File: src/rtl/match_event_recorder_pkg.sv
// ---------------------------------------------------------------------------
// match_event_recorder_pkg
// Shared constants and types for the serial pattern detector and the match
// event recorder. Holds the default timestamp width, event FIFO depth and
// match counter width, plus the timestamp type built from the default width.
// ---------------------------------------------------------------------------
package match_event_recorder_pkg;

  // Default sizing shared by the detector and the recorder
  localparam int TS_W_DEF  = 16;
  localparam int DEPTH_DEF = 8;
  localparam int CNT_W_DEF = 16;

  // Timestamp as carried between detector and recorder at default width
  typedef logic [TS_W_DEF-1:0] ts_t;

  // Pointer index width for a power-of-two FIFO depth
  function automatic int ptrIndexWidth(input int depth);
    return $clog2(depth);
  endfunction

endpackage

File: src/rtl/match_event_recorder_evt_fifo.sv
// ---------------------------------------------------------------------------
// evt_fifo
// Synchronous show-ahead FIFO holding event timestamps. The head entry is
// always presented on rdata; a pop simply advances the read pointer.
// Pointers carry one extra bit so that full and empty can be told apart
// when the index bits are equal.
//
// Ports
//   clk    in   clock, all state updates on the rising edge
//   rstn   in   asynchronous active-low reset (clears pointers and memory)
//   clr    in   synchronous clear of both pointers, wins over push/pop
//   push   in   write wdata at the tail
//   pop    in   discard the head entry (ignored while empty)
//   wdata  in   W-bit entry to write
//   rdata  out  W-bit head entry
//   full   out  DEPTH entries held
//   empty  out  no entries held
//   count  out  occupancy, $clog2(DEPTH)+1 bits
// ---------------------------------------------------------------------------
module evt_fifo
  import match_event_recorder_pkg::*;
#(
  parameter int W     = TS_W_DEF,
  parameter int DEPTH = DEPTH_DEF
) (
  input  logic                     clk,
  input  logic                     rstn,
  input  logic                     clr,
  input  logic                     push,
  input  logic                     pop,
  input  logic [W-1:0]             wdata,
  output logic [W-1:0]             rdata,
  output logic                     full,
  output logic                     empty,
  output logic [$clog2(DEPTH):0]   count
);

  localparam int AW = ptrIndexWidth(DEPTH);
  localparam logic [AW:0] FULL_CNT = (AW+1)'(DEPTH);
  localparam logic [AW:0] PTR_ONE  = (AW+1)'(1);

  logic [W-1:0] mem_q [DEPTH];
  logic [AW:0]  wrPtr_q, wrPtr_d;
  logic [AW:0]  rdPtr_q, rdPtr_d;
  logic         doPush;
  logic         doPop;

  // Status flags come straight from the pointers. A push into a full FIFO
  // is still accepted when the head leaves on the same edge, because the
  // freed slot is the very slot the write lands in.
  always_comb begin
    count  = wrPtr_q - rdPtr_q;
    empty  = (wrPtr_q == rdPtr_q);
    full   = (count == FULL_CNT);
    doPop  = pop & ~empty;
    doPush = push & (~full | doPop);
    rdata  = mem_q[rdPtr_q[AW-1:0]];
  end

  // Pointer next-state: clear wins, otherwise each pointer steps by one
  // on an accepted operation and wraps naturally through the extra bit.
  always_comb begin
    wrPtr_d = wrPtr_q;
    rdPtr_d = rdPtr_q;
    if (clr) begin
      wrPtr_d = '0;
      rdPtr_d = '0;
    end else begin
      if (doPush) wrPtr_d = wrPtr_q + PTR_ONE;
      if (doPop)  rdPtr_d = rdPtr_q + PTR_ONE;
    end
  end

  // Pointer and storage registers. Memory is zeroed on reset so the head
  // output is never X, even before anything has been written.
  always_ff @(posedge clk or negedge rstn) begin
    if (!rstn) begin
      wrPtr_q <= '0;
      rdPtr_q <= '0;
      for (int i = 0; i < DEPTH; i++) begin
        mem_q[i] <= '0;
      end
    end else begin
      wrPtr_q <= wrPtr_d;
      rdPtr_q <= rdPtr_d;
      if (doPush && !clr) begin
        mem_q[wrPtr_q[AW-1:0]] <= wdata;
      end
    end
  end

endmodule

File: src/rtl/match_event_recorder.sv
// ---------------------------------------------------------------------------
// match_event_recorder
// Records a timestamp for every match pulse from the serial pattern
// detector while recording is enabled. Timestamps come from a free-running
// counter and are queued in a show-ahead FIFO for a downstream consumer.
// Also keeps a saturating count of recorded matches and a sticky flag for
// events dropped because the FIFO was full.
//
// Ports
//   clk        in   clock
//   rstn       in   asynchronous active-low reset
//   det        in   one match this cycle
//   en         in   recording enable, det ignored while low
//   clr        in   synchronous clear of counters, flags and FIFO
//   evt_valid  out  FIFO head holds an event
//   evt_ts     out  TS_W-bit timestamp of the head event
//   evt_ready  in   consumer accepts the head event
//   fill       out  FIFO occupancy, $clog2(DEPTH)+1 bits
//   match_cnt  out  CNT_W-bit matches since reset or clr (saturating)
//   ovf        out  sticky, an event was dropped
// ---------------------------------------------------------------------------
module match_event_recorder
  import match_event_recorder_pkg::*;
#(
  parameter int TS_W  = TS_W_DEF,
  parameter int DEPTH = DEPTH_DEF,
  parameter int CNT_W = CNT_W_DEF
) (
  input  logic                     clk,
  input  logic                     rstn,
  input  logic                     det,
  input  logic                     en,
  input  logic                     clr,
  output logic                     evt_valid,
  output logic [TS_W-1:0]          evt_ts,
  input  logic                     evt_ready,
  output logic [$clog2(DEPTH):0]   fill,
  output logic [CNT_W-1:0]         match_cnt,
  output logic                     ovf
);

  localparam logic [CNT_W-1:0] CNT_MAX = '1;
  localparam logic [CNT_W-1:0] CNT_ONE = CNT_W'(1);
  localparam logic [TS_W-1:0]  TS_ONE  = TS_W'(1);

  logic [TS_W-1:0]  tsCnt_q, tsCnt_d;
  logic [CNT_W-1:0] matchCnt_q, matchCnt_d;
  logic             ovf_q, ovf_d;
  logic             pushReq;
  logic             popReq;
  logic             fifoFull;
  logic             fifoEmpty;
  logic             dropEvt;

  // Gating in front of the FIFO. A clear in the same cycle suppresses the
  // push and pop entirely, so the event is neither stored nor counted. An
  // event is dropped only when the FIFO is full and the head is not
  // leaving on this edge.
  always_comb begin
    pushReq = det & en & ~clr;
    popReq  = evt_ready & ~clr;
    dropEvt = pushReq & fifoFull & ~(popReq & ~fifoEmpty);
  end

  evt_fifo #(
    .W     (TS_W),
    .DEPTH (DEPTH)
  ) u_evt_fifo (
    .clk   (clk),
    .rstn  (rstn),
    .clr   (clr),
    .push  (pushReq),
    .pop   (popReq),
    .wdata (tsCnt_q),
    .rdata (evt_ts),
    .full  (fifoFull),
    .empty (fifoEmpty),
    .count (fill)
  );

  // Next-state for the timestamp counter, match counter and overflow flag.
  // The timestamp counter runs regardless of en and wraps naturally; the
  // match counter holds at its maximum instead of wrapping.
  always_comb begin
    tsCnt_d    = tsCnt_q + TS_ONE;
    matchCnt_d = matchCnt_q;
    ovf_d      = ovf_q | dropEvt;
    if (pushReq && (matchCnt_q != CNT_MAX)) begin
      matchCnt_d = matchCnt_q + CNT_ONE;
    end
    if (clr) begin
      tsCnt_d    = '0;
      matchCnt_d = '0;
      ovf_d      = 1'b0;
    end
  end

  // State registers for the recorder-level bookkeeping
  always_ff @(posedge clk or negedge rstn) begin
    if (!rstn) begin
      tsCnt_q    <= '0;
      matchCnt_q <= '0;
      ovf_q      <= 1'b0;
    end else begin
      tsCnt_q    <= tsCnt_d;
      matchCnt_q <= matchCnt_d;
      ovf_q      <= ovf_d;
    end
  end

  assign evt_valid = ~fifoEmpty;
  assign match_cnt = matchCnt_q;
  assign ovf       = ovf_q;

endmodule

File: config.mk
export PLATFORM = sky130hd
export DESIGN_NAME = match_event_recorder
export DESIGN_NICKNAME = d
export VERILOG_FILES = /design/src/rtl/match_event_recorder_pkg.sv /design/src/rtl/match_event_recorder_evt_fifo.sv /design/src/rtl/match_event_recorder.sv
export SDC_FILE = /design/constraint.sdc
export NUM_CORES = 1
export LEC_CHECK = 0
export ABC_AREA = 1
export BUFFER_PORTS_ARGS = -buffer_cell sky130_fd_sc_hd__buf_4
export CAP_MARGIN = 10
export CORE_AREA = 2 2 110 139
export DETAILED_ROUTE_END_ITERATION = 10
export DIE_AREA = 0 0 112 141
export PLACE_DENSITY = 0.79
export SLEW_MARGIN = 20
export SYNTH_ARGS = -nofsm -noshare
export SYNTH_HDL_FRONTEND = slang
export SYNTH_SLANG_ARGS = --single-unit
File: constraint.sdc
create_clock -name clk -period 3.42 [get_ports clk]
set_input_delay 0.855 -clock clk [delete_from_list [all_inputs] [get_ports clk]]
set_output_delay 0.855 -clock clk [all_outputs]
set_load 0.005 [all_outputs]
==> results of run 1 <==
==> area by class of cell <==
cell class	instances	area share
Clock buffer	25	0.0515
Clock inverter	7	0.0115
Inverter	39	0.0149
Multi-Input combinational cell	853	0.407
Sequential cell	169	0.431
Tap cell	182	0.0232
Timing Repair Buffer	74	0.0608
==> registers in the layout (all words and copies together), names as in the netlist <==
signal / count
match_cnt: 16
ovf: 1
tsCnt_q: 16
u_evt_fifo.mem_q: 128
u_evt_fifo.rdPtr_q: 4
u_evt_fifo.wrPtr_q: 4
==> through the flow <==
stage	hold slack, ns	total power, W	cells
6_report	0.464	0.00535	1349
5_1_grt	0.484	0.00555	1349
4_1_cts	0.468	0.00533	1349
3_5_place_dp	0.453	0.00333	1317
3_3_place_gp	0.448	0.00332	1317
2_1_floorplan	0.437	0.00294	1153
==> worst max path at each step <==
stage / startpoint / endpoint / cells past startpoint
after global placement: u_evt_fifo.rdPtr_q[0] / evt_ts[12] / 8
after floorplan: u_evt_fifo.rdPtr_q[1] / u_evt_fifo.mem_q[96] / 13
after CTS: u_evt_fifo.rdPtr_q[0] / evt_ts[14] / 8
final: u_evt_fifo.rdPtr_q[0] / evt_ts[14] / 8
after global routing: u_evt_fifo.rdPtr_q[0] / evt_ts[3] / 8
after detailed placement: u_evt_fifo.wrPtr_q[0] / u_evt_fifo.mem_q[2] / 11
==> worst register-to-register path, delay by kind of cell, from the launching register on <==
kind	cells	cell delay (ns)
AOI/OAI and AO/OA	1	0.06
adders and majority gates	2	0.66
buffers and inverters	2	0.19
DFF	1	0.46
and+or+nand+nor	6	1.38
==> routing by layer <==
| layer | track usage | wire (um) | up-vias | part of all wire |
|---|---|---|---|---|
| li1 | - | - | 3859 | - |
| met1 | 0.433 | 9930 | 3993 | 0.40 |
| met2 | 0.530 | 12200 | 443 | 0.49 |
| met3 | 0.0529 | 1930 | 75 | 0.078 |
| met4 | 0.132 | 725 | 0 | 0.029 |
| met5 | 0 | 0 | - | 0 |
==> cell families (layout without fill, tap and decap cells) <==
family | after synthesis | count (layout) | share of synthesized area
buffers and inverters | 131 | 145 | 0.0677
XOR/XNOR | 12 | 12 | 0.0119
AND/OR/NAND/NOR | 700 | 700 | 0.346
adder cells (fa/ha/maj) | 8 | 8 | 0.0122
flip-flops | 169 | 169 | 0.480
AO/OA/AOI/OAI | 133 | 133 | 0.0822
==> report_power, final <==
group	leakage, nW	internal (W)	switching [W]	total, W
registers	2.35	0.00205	0.0000522	0.00210
logic	2.39	0.000410	0.000815	0.00123
clock network	0.303	0.00124	0.000780	0.00202
total	5.04	0.00370	0.00165	0.00535
==> cell usage in the layout, fill, tap and decap left out, types with 2 or more instances in the layout <==
cell       Yosys  final
a21oi_1       13     13
nand2_1      352    352
clkinv_2       0      3
clkbuf_8       0      5
ha_1           7      7
a31oi_1       16     16
bufinv_16      0      3
nor2_1       164    164
clkbuf_16      0     17
dfrtp_1      169    168
clkinv_1       2      3
inv_2          2      2
o22ai_1       16     16
nor2_2         3      3
o21bai_1       2      2
inv_1         35     34
nand4_1      134    134
nand2_2        3      2
xor2_1        10     10
nand3_2        3      3
xnor2_1        2      2
o21ai_0       80     80
nand3_1       34     34
o21ai_1        2      2
buf_12         0      3
buf_4          4     70
clkbuf_1      48      3
nor3_1         5      5
==> summary.txt, run 1 <==
Status = finished, final reports clean
Die W = 112 um
Final setup skew = 0.00978 ns
Final Instance Area = 9820 um^2
Placeable Area = 14600 um^2
Cts bufs inserted = 17
Crit-path cells = buf_4 -> clkinv_1 -> buf_12 -> o21ai_0 -> o22ai_1 -> nor2_1 -> a31oi_1 -> buf_4
Hold Crit Start = u_evt_fifo.mem_q[38]
Sequential cell area = 4230 um^2
Relative slew margins = 0.424
Largest net degree at the start of global routing = 79
Cts hold-fix bufs = 0
Top-area cell type share of the netlist area = 0.480
GRT Overall Usage = 0.323
Share of cells above drive strength 1 = 0.100
Setup ws final = 0.204 ns
Clock buffer depth = 2
Vias in the first global route = 7990
Worst vdd ir = 373 uV
Synth Warn # = 0
GPL Wtd Cong = 0.892
Synthesized area per cell = 7.65 um^2
DP Area = 9200 um^2
Synth area leaders = dfrtp_1 (48%), nand2_1 (15%), nand4_1 (9.5%)
Nets@finish = 1168
FILL cells = 1245
Reg2Reg Capture Point = u_evt_fifo.mem_q[12]
Synthesis-stage register bit count = 169
Max-capacitance violation count = 0
Reg2reg path depth = 11
Syn nets = 1167
Final HPWL DP = 15200 um
Pre-CTS setup slack = 0.615 ns
Top Ports = 44
Diode count = 0
Worst slew pin tran = 0.861 ns
Number of port buffers = 43
CP Launch Type = flip-flop
Worst Path Required = 2.56 ns
Worst-Skew Late Latency = 0.43 ns
H-tree levels = 4
Area leader, netlist = dfrtp_1
Static Leak = 5.04 nW
DRT Wirelength = 24700 um
Ys async rst share = 1.00
CP dominant cell by count = buf_4
DR DRC count = 0
CTS tree = done
Top post-synthesis cells by count = nand2_1 (352), dfrtp_1 (169), nor2_1 (164), nand4_1 (134), o21ai_0 (80)
Final Core Density = 0.671
Clock tree sinks = 169
Multi-input gate area = 4000 um^2
Crit path DAT = 2.36 ns
DR vias/cell = 6.20
CP max-delay cell = dfrtp_2
Die ar. = 15800 um^2
Pwr Density = 545 nW/um^2
Slowest stage delay, CP = 0.39 ns
Worst-path clk slew = 0.06 ns
Area Overhead vs Synth = 11.3%
Cells after Synth = 1153
Worst hold stages = 2
Clk root buf = clkbuf_16
CP top delay family = buffers and inverters
Seq/Total Area, Yosys = 0.480
Post-synth EDFFs = 0
Worst-path fanout max = 52
Avg WL per Cell = 18.3 um
Most used flip-flop cell after synthesis = dfrtp_1
Setup slack, reg-to-reg = 0.56 ns
Row count = 50
Detail Route Antenna Nets = 0
RSZ-0062 raised after global routing = false
Worst Path Buf+Inv = 4
Reg2reg start = u_evt_fifo.wrPtr_q[0]
Vias = 8370
Initial DRC count = 907
First-pass GRT wire length = 40700 um
Worst Setup Path Type = flip-flop to output port
Hold Crit Endpoint = u_evt_fifo.mem_q[38]
Remaining Overflow, GRT = 0
Final hold viol count = 0
Hold Crit Class = flip-flop to flip-flop
Initial Util = 0.602
Die Ht = 141 um
CTS resizes = 0
Slew Viols, Final = 0
Minimum clock period = 3.22 ns
Post-CTS Setup Inserts = 0
Setup_tns = 0 ns
Initial antenna violation count = 0
Synth unique cells = 33
Count of final setup violators = 0
Synthesized area = 8820 um^2
Count leader, synth = nand2_1
Crit path capture type = output port
Tcrit/Tclk final = 0.940
Number of iterations in the first detailed-routing pass = 5
Max Freq = 0.311 GHz
No activity file was read; power rests on OpenSTA's default activity.
==> inputs of run 2 (changes only) <==
--- a/config.mk
+++ b/config.mk
@@ -9,8 +9,7 @@
 export BUFFER_PORTS_ARGS = -buffer_cell sky130_fd_sc_hd__buf_4
 export CAP_MARGIN = 10
-export CORE_AREA = 2 2 110 139
+export CORE_AREA = 2 2 136 172
 export DETAILED_ROUTE_END_ITERATION = 10
-export DIE_AREA = 0 0 112 141
-export PLACE_DENSITY = 0.79
+export DIE_AREA = 0 0 138 174
 export SLEW_MARGIN = 20
 export SYNTH_ARGS = -nofsm -noshare
==> constraint.sdc (replaced) <==
create_clock -name clk -period 3.42 [get_ports clk]
set_input_delay 0.855 -clock clk [delete_from_list [all_inputs] [get_ports clk]]
set_output_delay 0.855 -clock clk [all_outputs]
set_load 0.1 [all_outputs]
==> run 2 against run 1 <==
Effect of this change:
- register-to-register slack got worse by 0.27 ns
- cell count increased by 7.9%
- core utilization decreased by 22 points
- flip-flop and latch count unchanged
==> summary.txt, run 2 (same netlist as run 1, synthesis figures left out) <==
Largest register FFs = 128
DRT Wirelength = 26300 um
Area Overhead vs Synth = 14.4%
Count of final setup violators = 0
Nets@finish = 1168
Final setup skew = 0.00483 ns
RSZ-0062 raised after global routing = false
Final Instance Area = 10100 um^2
Die ar. = 24000 um^2
Tcrit/Tclk final = 0.950
Share of cells above drive strength 1 = 0.116
Setup_tns = 0 ns
Clk root buf = clkbuf_16
Final HPWL DP = 16500 um
Final cell count without fillers = 1455
Inst Count DP = 1423
Number of port buffers = 43
Multi-input gate area = 4110 um^2
H-tree levels = 4
Worst-Skew Late Latency = 0.43 ns
Sequential cell area = 4230 um^2
Worst slew pin tran = 0.819 ns
Relative slew margins = 0.452
Pre-CTS setup slack = 0.118 ns
Detail Route Antenna Nets = 0
Top Ports = 44
Die W = 138 um
GRT Overall Usage = 0.220
CTS tree = done
Commonest non-fill, non-tap cells in the layout = nand2_1 (352), dfrtp_1 (168), nor2_1 (164)
FILL cells = 2274
Max-capacitance violation count = 0
Worst Path Required = 2.56 ns
Diode count = 0
DR vias/cell = 5.57
Slew Viols, Final = 0
Die Ht = 174 um
Pwr Density = 624 nW/um^2
Clock tree sinks = 169
Initial DRC count = 875
Status = finished, final reports clean
Max Freq = 0.308 GHz
Vias = 8100
Clock buffer depth = 2
Placeable Area = 22500 um^2
Remaining Overflow, GRT = 0
GPL Wtd Cong = 0.856
Worst-path clk slew = 0.07 ns
Commonest non-fill, non-tap cell in the layout = nand2_1
Initial antenna violation count = 0
Post-CTS Setup Inserts = 0
Number of iterations in the first detailed-routing pass = 5
Worst Setup Path Type = flip-flop to output port
Hold Crit Class = primary input to asynchronous set/reset pin
Vias in the first global route = 7806
Setup ws final = 0.171 ns
Crit path DAT = 2.39 ns
Worst vdd ir = 387 uV
First-pass GRT wire length = 42800 um
Largest net degree at the start of global routing = 76
DR DRC count = 0
DP Area = 9430 um^2
Minimum clock period = 3.25 ns
CP Launch Type = flip-flop
Register with the most flip-flops = u_evt_fifo.mem_q
Avg WL per Cell = 18.1 um
Cts bufs inserted = 17
Worst-path fanout max = 29
Final hold viol count = 0
Row count = 62
Static Leak = 5.05 nW
Initial Util = 0.392
Crit path capture type = output port
## run 2: worst max-delay path, stage by stage (launching register included)
cell and delay (ns):
dfrtp_2 0.43, inv_2 0.26, buf_12 0.23, o21ai_0 0.10, o22ai_1 0.26, nor2_1 0.10, a31oi_2 0.23, buf_4 0.34
## run 2: worst paths after layout
kind	startpoint	to	slack, ns	cells after the start
setup / recovery	u_evt_fifo.rdPtr_q[0]	evt_ts[8]	0.17	7
hold / removal	rstn	match_cnt[13]	0.39	1
setup reg to reg	u_evt_fifo.wrPtr_q[0]	u_evt_fifo.mem_q[76]	0.29	12
hold reg to reg	u_evt_fifo.mem_q[106]	u_evt_fifo.mem_q[106]	0.47	2
max in group asynchronous	rstn	u_evt_fifo.mem_q[102]	2.28	2
min in group clk	u_evt_fifo.mem_q[106]	u_evt_fifo.mem_q[106]	0.47	2
## run 2: cell type report
type | instances | share of cell area
clock buffer | 20 | 0.0443
clock inverter | 12 | 0.0196
sequential | 169 | 0.419
timing repair buffer | 74 | 0.0599
tap | 288 | 0.0357
multi-input combinational | 853 | 0.407
inverter | 39 | 0.0145
## run 2: stage by stage
step | util | hold WS (ns) | power (W)
2_1_floorplan | - | 0.437 | 0.00373
3_5_place_dp | 0.419 | 0.453 | 0.00420
3_3_place_gp | 0.419 | 0.447 | 0.00420
6_report | 0.449 | 0.387 | 0.00630
5_1_grt | 0.449 | 0.416 | 0.00652
4_1_cts | 0.448 | 0.396 | 0.00631
## run 2: repair_timing
action / CTS / global route
resized for setup: 0 / 3
hold buffers: 0 / 0
endpoints found under the setup margin: 0 / 20
## run 2: metal layers
| layer | wire [um] | GRT usage | up-vias |
|---|---|---|---|
| met3 | 1210 | 0.0333 | 27 |
| met2 | 13400 | 0.379 | 227 |
| met5 | 0 | 0 | - |
| met4 | 316 | 0.0595 | 0 |
| li1 | - | - | 3859 |
| met1 | 11400 | 0.290 | 3987 |
## run 2: power breakdown
group | switching, W | leakage, nW | internal (W)
clock | 0.000814 | 0.298 | 0.00131
sequential | 0.0000510 | 2.35 | 0.00205
combinational | 0.00163 | 2.40 | 0.000449
